**src/rtl/adc_pkg.sv**
```systemverilog
// Shared types and constants for the triggered ADC capture controller.
// The optional test-pattern source is enabled by ADC_CAPTURE_TEST_PATTERN_EN (see adc_capture_ctrl).
package adc_pkg;

  typedef enum logic [2:0] {
    IDLE,
    ARM,
    WAIT_TRIG,
    CAPTURE,
    DONE
  } adc_state_t;

  localparam logic [1:0] TRIG_IMM  = 2'd0;
  localparam logic [1:0] TRIG_RISE = 2'd1;
  localparam logic [1:0] TRIG_FALL = 2'd2;

  localparam int ARM_TICKS = 2;

  // Unsigned level-crossing test; the reserved mode behaves like immediate.
  function automatic logic trig_hit(input logic [1:0] mode, input logic [7:0] prev,
                                    input logic [7:0] cur, input logic [7:0] lvl);
    case (mode)
      TRIG_RISE: trig_hit = (prev < lvl) && (cur >= lvl);
      TRIG_FALL: trig_hit = (prev >= lvl) && (cur < lvl);
      default:   trig_hit = 1'b1;
    endcase
  endfunction

endpackage

```
**src/rtl/adc_sample_fifo.sv**
```systemverilog
// Synchronous sample FIFO with a registered head entry; capacity is exactly DEPTH entries.
module adc_sample_fifo #(
  parameter int DEPTH = 4,
  parameter int W     = 9
) (
  input  logic         Clk,
  input  logic         Reset_n,
  input  logic         flush_i,
  input  logic         push_i,
  input  logic [W-1:0] din_i,
  input  logic         pop_i,
  output logic [W-1:0] dout_o,
  output logic         valid_o,
  output logic         full_o,
  output logic         empty_o
);

  localparam int          AW       = (DEPTH > 1) ? $clog2(DEPTH) : 1;
  localparam logic [AW:0] FULL_CNT = (AW+1)'(DEPTH);

  logic [W-1:0]  mem_q [DEPTH];
  logic [AW-1:0] wr_ptr_q, rd_ptr_q, rd_ptr_d;
  logic [AW:0]   cnt_q, cnt_pop, cnt_d;
  logic [W-1:0]  dout_q, dout_d;
  logic          valid_q, do_push, do_pop;

  assign full_o  = (cnt_q == FULL_CNT);
  assign empty_o = (cnt_q == '0);
  assign do_pop  = pop_i && !empty_o;
  assign do_push = push_i && (!full_o || do_pop);
  assign dout_o  = dout_q;
  assign valid_o = valid_q;

  // The head register mirrors the entry that will be at rd_ptr after this edge.
  always_comb begin
    rd_ptr_d = rd_ptr_q + AW'(do_pop);
    cnt_pop  = cnt_q - (AW+1)'(do_pop);
    cnt_d    = cnt_pop + (AW+1)'(do_push);
    dout_d   = (cnt_pop == '0) ? din_i : mem_q[rd_ptr_d];
  end

  always_ff @(posedge Clk or negedge Reset_n) begin
    if (!Reset_n) begin
      wr_ptr_q <= '0;
      rd_ptr_q <= '0;
      cnt_q    <= '0;
      valid_q  <= 1'b0;
      dout_q   <= '0;
    end else if (flush_i) begin
      wr_ptr_q <= '0;
      rd_ptr_q <= '0;
      cnt_q    <= '0;
      valid_q  <= 1'b0;
      dout_q   <= '0;
    end else begin
      if (do_push) wr_ptr_q <= wr_ptr_q + AW'(1);
      rd_ptr_q <= rd_ptr_d;
      cnt_q    <= cnt_d;
      valid_q  <= (cnt_d != '0);
      dout_q   <= dout_d;
    end
  end

  always_ff @(posedge Clk) begin
    if (do_push && !flush_i) mem_q[wr_ptr_q] <= din_i;
  end

endmodule

```
**src/rtl/adc_capture_ctrl.sv**
```systemverilog
// Triggered fixed-length capture controller for a parallel 8-bit ADC.
// Define ADC_CAPTURE_TEST_PATTERN_EN to add the TestMode input and internal ramp source.
//
// state     | meaning
// IDLE      | ADC output disabled, waiting for Start
// ARM       | output enabled, discarding ARM_TICKS settle samples
// WAIT_TRIG | watching samples for the trigger condition
// CAPTURE   | pushing one sample per tick until the length counter expires
// DONE      | one-cycle completion pulse
module adc_capture_ctrl
  import adc_pkg::*;
#(
  parameter int CLK_DIV    = 9,
  parameter int LEN_W      = 10,
  parameter int FIFO_DEPTH = 4
) (
  input  logic             Clk,
  input  logic             Reset_n,
  input  logic [7:0]       Data,
  output logic             nOE,
  output logic             AdcClk,
  input  logic             Start,
  input  logic             Abort,
`ifdef ADC_CAPTURE_TEST_PATTERN_EN
  input  logic             TestMode,
`endif
  input  logic [1:0]       TrigMode,
  input  logic [7:0]       TrigLevel,
  input  logic [LEN_W-1:0] CaptureLen,
  output logic [7:0]       SampleData,
  output logic             SampleValid,
  input  logic             SampleReady,
  output logic             SampleLast,
  output logic             Busy,
  output logic             Done,
  output logic             Overflow
);

  localparam int DIV_W = (CLK_DIV < 1) ? 1 : $clog2(CLK_DIV + 1);

  adc_state_t       state_q;
  logic [DIV_W-1:0] div_q;
  logic             adc_clk_q, tick, tick_d1_q;
  logic [7:0]       sample_q, sample_src, prev_q;
  logic [LEN_W-1:0] cnt_q;
  logic [1:0]       arm_q;
  logic             first_q, busy_q, noe_q, done_q, overflow_q;
  logic             push_q;
  logic [8:0]       push_data_q;
  logic             fire, capture_now, last_now, ovf_set;
  logic             fifo_full, fifo_empty, fifo_pop;
  logic [8:0]       fifo_dout;

  // A tick is the Clk edge on which AdcClk rises and the sample register loads.
  assign tick = (div_q == DIV_W'(CLK_DIV)) && !adc_clk_q;

`ifdef ADC_CAPTURE_TEST_PATTERN_EN
  logic [7:0] ramp_q;

  always_ff @(posedge Clk or negedge Reset_n) begin
    if (!Reset_n)  ramp_q <= '0;
    else if (Start) ramp_q <= '0;
    else if (tick)  ramp_q <= ramp_q + 8'd1;
  end

  assign sample_src = TestMode ? ramp_q : Data;
`else
  assign sample_src = Data;
`endif

  always_ff @(posedge Clk or negedge Reset_n) begin
    if (!Reset_n) begin
      div_q     <= '0;
      adc_clk_q <= 1'b1;
      tick_d1_q <= 1'b0;
      sample_q  <= '0;
    end else begin
      tick_d1_q <= tick;
      if (div_q == DIV_W'(CLK_DIV)) begin
        div_q     <= '0;
        adc_clk_q <= ~adc_clk_q;
      end else begin
        div_q <= div_q + DIV_W'(1);
      end
      if (tick) sample_q <= sample_src;
    end
  end

  // Edge modes need one sample of history before they may fire.
  assign fire = trig_hit(TrigMode, prev_q, sample_q, TrigLevel) &&
                !(first_q && (TrigMode == TRIG_RISE || TrigMode == TRIG_FALL));
  assign capture_now = tick_d1_q && ((state_q == CAPTURE) || (state_q == WAIT_TRIG && fire));
  assign last_now    = (cnt_q == LEN_W'(1));
  assign fifo_pop    = SampleReady && !fifo_empty;
  assign ovf_set     = push_q && fifo_full && !fifo_pop && !Abort;

  always_ff @(posedge Clk or negedge Reset_n) begin
    if (!Reset_n) begin
      state_q     <= IDLE;
      cnt_q       <= '0;
      arm_q       <= '0;
      prev_q      <= '0;
      first_q     <= 1'b0;
      busy_q      <= 1'b0;
      noe_q       <= 1'b1;
      done_q      <= 1'b0;
      overflow_q  <= 1'b0;
      push_q      <= 1'b0;
      push_data_q <= '0;
    end else begin
      push_q <= 1'b0;
      done_q <= 1'b0;
      if (ovf_set) overflow_q <= 1'b1;
      if (Abort) begin
        state_q <= IDLE;
        busy_q  <= 1'b0;
        noe_q   <= 1'b1;
      end else begin
        case (state_q)
          IDLE: begin
            if (Start && CaptureLen != '0) begin
              state_q    <= ARM;
              busy_q     <= 1'b1;
              noe_q      <= 1'b0;
              cnt_q      <= CaptureLen;
              prev_q     <= sample_q;
              arm_q      <= '0;
              overflow_q <= 1'b0;
            end
          end
          ARM: begin
            if (tick_d1_q) begin
              if (arm_q == 2'(ARM_TICKS - 1)) begin
                state_q <= WAIT_TRIG;
                first_q <= 1'b1;
              end else begin
                arm_q <= arm_q + 2'd1;
              end
            end
          end
          WAIT_TRIG, CAPTURE: begin
            if (tick_d1_q) begin
              prev_q  <= sample_q;
              first_q <= 1'b0;
              if (capture_now) begin
                push_q      <= 1'b1;
                push_data_q <= {last_now, sample_q};
                cnt_q       <= cnt_q - LEN_W'(1);
                if (last_now) begin
                  state_q <= DONE;
                  done_q  <= 1'b1;
                end else begin
                  state_q <= CAPTURE;
                end
              end
            end
          end
          DONE: begin
            state_q <= IDLE;
            busy_q  <= 1'b0;
            noe_q   <= 1'b1;
          end
          default: state_q <= IDLE;
        endcase
      end
    end
  end

  adc_sample_fifo #(
    .DEPTH (FIFO_DEPTH),
    .W     (9)
  ) u_fifo (
    .Clk     (Clk),
    .Reset_n (Reset_n),
    .flush_i (Abort),
    .push_i  (push_q),
    .din_i   (push_data_q),
    .pop_i   (fifo_pop),
    .dout_o  (fifo_dout),
    .valid_o (SampleValid),
    .full_o  (fifo_full),
    .empty_o (fifo_empty)
  );

  assign SampleData = fifo_dout[7:0];
  assign SampleLast = fifo_dout[8];
  assign nOE        = noe_q;
  assign AdcClk     = adc_clk_q;
  assign Busy       = busy_q;
  assign Done       = done_q;
  assign Overflow   = overflow_q;

endmodule

```
**config.mk**
```make
export PLATFORM = sky130hd
export DESIGN_NAME = adc_capture_ctrl
export DESIGN_NICKNAME = d
export VERILOG_FILES = /design/src/rtl/adc_pkg.sv /design/src/rtl/adc_sample_fifo.sv /design/src/rtl/adc_capture_ctrl.sv
export SDC_FILE = /design/constraint.sdc
export NUM_CORES = 1
export LEC_CHECK = 0
export ABC_AREA = 0
export BUFFER_PORTS_ARGS = -buffer_cell sky130_fd_sc_hd__buf_2
export CAP_MARGIN = 20
export CORE_ASPECT_RATIO = 0.9
export CORE_MARGIN = 3
export CORE_UTILIZATION = 40
export DETAILED_ROUTE_END_ITERATION = 6
export HOLD_SLACK_MARGIN = 0.1
export PLACE_DENSITY_LB_ADDON = 0.2
export SLEW_MARGIN = 20
export SYNTH_ARGS = -nofsm -noshare
export SYNTH_HDL_FRONTEND = slang
export SYNTH_SLANG_ARGS = --single-unit
```
**constraint.sdc**
```tcl
create_clock -name Clk -period 2.59 [get_ports Clk]
set_input_delay 0.1295 -clock Clk [delete_from_list [all_inputs] [get_ports Clk]]
set_output_delay 0.1295 -clock Clk [all_outputs]
set_load 0.05 [all_outputs]
```
==> impl_metrics.env <==
export IMPL_postSynthNetCount=465
export IMPL_utilization_pct=49.0
export IMPL_final_standard_cell_count_with_taps_included_and_fillers_excluded=642
export IMPL_synth_area_per_cell_um2=12.5
export IMPL_clock_tree_htree_level_count=3
export IMPL_place_congestion=0.813
export IMPL_timing_final_crit_period_ps=2460
export IMPL_number_of_diodes_added_for_antenna_fixing=0
export IMPL_setup_violations=0
export IMPL_final_fill_count=1135
export IMPL_ant_nets=0
export IMPL_mostFrequentLayoutCell="sky130_fd_sc_hd__dfrtp_1"
export IMPL_mappedNetlistArea_um2=5010
export IMPL_grt_start_max_net_pins=70
export IMPL_worstPathArrival_ps=2700
export IMPL_wl_per_cell_um=15.9
export IMPL_synthArstFlopShare_pct=65.7
export IMPL_cts_tree="yes"
export IMPL_commonest_cells_after_routing_fill_and_taps_aside="67 x sky130_fd_sc_hd__dfrtp_1, 47 x sky130_fd_sc_hd__buf_2, 36 x sky130_fd_sc_hd__edfxtp_1"
export IMPL_switchingPower_mw=1.97
export IMPL_power_leakage_nw=2.68
export IMPL_slew_headroom_pct=39.7
export IMPL_routed_via_density=5.06
export IMPL_min_period_over_period_pct=95.0
export IMPL_layout_cell_area_non_filler_um2=5960
export IMPL_clockPowerShare_pct=24.1
export IMPL_clock_network_latency_to_the_later_pin_of_the_worst_skew_pair_ps=350
export IMPL_num_vias=3246
export IMPL_min_delay_worst_endpoint="cnt_q[5]"
export IMPL_number_of_enable_type_register_cells_in_the_synthesized_netlist=36
export IMPL_path_max_fanout=12
export IMPL_yosys_reg_bits=105
export IMPL_routed_wirelength_mm=10.2
export IMPL_post_route_cells_drive_above_1_share_pct=23.2
export IMPL_timing_final_max_slew_violations=0
export IMPL_synthDistinctLibCells=57
export IMPL_placement_setup_worst_slack_ps=86.1
export IMPL_io_buffers=47
export IMPL_worst_pin_slew_ps=905
export IMPL_synth_yosys_seq_area_share_pct=56.1
export IMPL_fraction_of_power_consumed_by_combinational_cells_pct=35.8
export IMPL_flow_area_growth_from_synthesis_pct=18.8
export IMPL_post_synthesis_instance_total=402
export IMPL_detailed_routing_iterations_pass_1=5
export IMPL_timing_setup_critical_path_class="reg -> reg"
export IMPL_initial_utilization_pct=41.2
export IMPL_fp_dieArea_um2=13900
export IMPL_rr_worst_depth=10
export IMPL_drtIter0Drc=298
export IMPL_clockBufferDepth=2
export IMPL_fp_row_count=38
export IMPL_grt_pass1_vias=3416
export IMPL_regToRegSetupSlack_ps=130
export IMPL_io_pins=48
export IMPL_fin_nets=540
export IMPL_worstHoldPathType="in -> reg"
export IMPL_timing_critical_path_to_type="flop"
export IMPL_ir_drop_v=0.000505
export IMPL_yosys_most_used_dff="sky130_fd_sc_hd__dfrtp_1"
export IMPL_cts_sinks=105
export IMPL_timing_rr_start="sample_q[0]"
export IMPL_crit_path_start_kind="flop"
export IMPL_number_of_antenna_violations_at_the_first_check_in_global_routing=0
export IMPL_global_route_usage_total_pct=15.9
export IMPL_critical_path_required_ps=2820
export IMPL_power_density_cell_area_nw_per_um2=930
export IMPL_tns_ps=0
export IMPL_sequential_cell_area_um2=2810
export IMPL_die_width_um=124
export IMPL_clk_root_buffer_cell="sky130_fd_sc_hd__clkbuf_16"
export IMPL_half_perimeter_wire_length_of_the_detailed_placement_result_mm=7.08
export IMPL_sw_frac_of_total_pct=35.5
export IMPL_tritoncts_num_buffers=9
export IMPL_clock_skew_ps=8.87
export IMPL_final_hold_fails=0
export IMPL_power_sequential_fraction_pct=40.1
export IMPL_placedCellCount=611
export IMPL_area_of_the_core_um2=12200
export IMPL_synth_warnings=0
export IMPL_overflow_left_after_global_routing=0
export IMPL_clk_transition_reported_paths_ps=80
export IMPL_r2r_end="push_data_q[2]"
export IMPL_placed_area_um2=5500
export IMPL_postLayoutSetupSlackWorst_ps=128
export IMPL_drt_drc_violations_left=0
export IMPL_timing_hold_worst_path_depth=3
export IMPL_max_freq_ghz=0.406
export IMPL_drv_cap=0
export IMPL_run_status="completed"
export IMPL_floorplan_die_height_um=112
export IMPL_multi_input_comb_area_um2=2070
export IMPL_startpoint_of_the_tightest_hold_check_path="CaptureLen[5]"
export IMPL_intPower_mw=3.58
export IMPL_grt_first_pass_wirelength_mm=17.3
## cells by family after synthesis
group	share of synthesized area, %
multiplexers	11.7
buffers and inverters	3.17
XOR/XNOR	0.874
AND/OR/NAND/NOR	10.6
AO/OA/AOI/OAI	10.1
flip-flops	56.1
adder cells (fa/ha/maj)	7.49
## cell usage after synthesis (3+ instances only)
cell type                   number  area, um^2
sky130_fd_sc_hd__nand3_1         5        25.0
sky130_fd_sc_hd__a21o_1          4        30.0
sky130_fd_sc_hd__o21ai_1        10        50.1
sky130_fd_sc_hd__and2_1          7        43.8
sky130_fd_sc_hd__mux2_1         16         180
sky130_fd_sc_hd__dfrtp_1        67        1680
sky130_fd_sc_hd__a31oi_1         3        18.8
sky130_fd_sc_hd__mux2_4          7         105
sky130_fd_sc_hd__nand2_1        27         101
sky130_fd_sc_hd__nor2_1         21        78.8
sky130_fd_sc_hd__mux2i_1        10         100
sky130_fd_sc_hd__inv_1          26        97.6
sky130_fd_sc_hd__a21oi_1        28         140
sky130_fd_sc_hd__o2bb2ai_1       4        35.0
sky130_fd_sc_hd__ha_1           30         375
sky130_fd_sc_hd__nor4_1          4        25.0
sky130_fd_sc_hd__edfxtp_1       36        1080
sky130_fd_sc_hd__nor3_1          6        30.0
sky130_fd_sc_hd__nor2b_1         5        31.3
sky130_fd_sc_hd__mux4_2          9         203
sky130_fd_sc_hd__o21ai_0        13        65.1
sky130_fd_sc_hd__nor3b_1         4        30.0
sky130_fd_sc_hd__clkbuf_1        9        33.8
sky130_fd_sc_hd__xnor2_1         3        26.3
sky130_fd_sc_hd__nand2b_1        9        56.3
## worst max-delay path: stages (launching register included)
cell                       delay (ps)
sky130_fd_sc_hd__dfrtp_1          380
sky130_fd_sc_hd__inv_1             70
sky130_fd_sc_hd__ha_1             260
sky130_fd_sc_hd__nand2b_1         150
sky130_fd_sc_hd__a2111o_1         400
sky130_fd_sc_hd__a31oi_1          220
sky130_fd_sc_hd__nor4b_2           80
sky130_fd_sc_hd__o21ai_2          210
sky130_fd_sc_hd__a21oi_1          110
sky130_fd_sc_hd__buf_6            160
sky130_fd_sc_hd__mux2_1           310
## registers in the layout, summed over array words and instances, names as in the netlist, 3 cells and up
signal,count
sample_q,8
u_fifo.dout_o,9
prev_q,8
div_q,4
u_fifo.cnt_q,3
state_q,3
push_data_q,9
cnt_q,10
u_fifo.mem_q,36
## routing by layer
metal	global-route usage [%]	up-vias	share of wire, %
met2	24.8	54	47
li1	-	1610	-
met1	22.1	1573	48
met4	5.55	0	1.3
met5	0	-	0
met3	3.22	9	3.1
## what timing repair did
action | CTS | global route
hold buffers | 12 | 0
endpoints found under the setup margin | 0 | 26
endpoints found under the hold margin | 78 | 0
setup buffers | 0 | 3
gates resized for setup | 0 | 7
## power groups by stage
stage,clock network (mW),logic [mW],registers (mW)
global route,1.44,2.23,2.27
floorplan,0,1.33,2.39
finish,1.33,1.99,2.22
CTS,1.37,2.00,2.22
global placement,0,1.93,2.24
detailed placement,0,1.97,2.25
## area by class of cell
| cell class | instances | share of cell area [%] |
|---|---|---|
| Clock inverter | 7 | 1.09 |
| Sequential cell | 105 | 47.2 |
| Inverter | 26 | 1.64 |
| Clock buffer | 9 | 3.78 |
| Multi-Input combinational cell | 258 | 34.7 |
| Tap cell | 160 | 3.36 |
| Timing Repair Buffer | 77 | 8.29 |
## metrics by stage
step                hold WS [ps]  total power, mW
global route                 123             5.93
global placement             350             4.18
floorplan                   -166             3.72
CTS                          103             5.59
detailed placement           354             4.23
finish                       114             5.54
## how the worst max path moves through the flow
stage,to,cells after the start,start
floorplan,push_data_q[1],9,prev_q[7]
global placement,push_data_q[3],9,prev_q[7]
detailed placement,push_data_q[2],10,sample_q[0]
CTS,prev_q[4],8,CaptureLen[8]
global route,cnt_q[8],11,sample_q[0]
finish,push_data_q[2],10,sample_q[0]
Power figures use the tool's default switching activity.
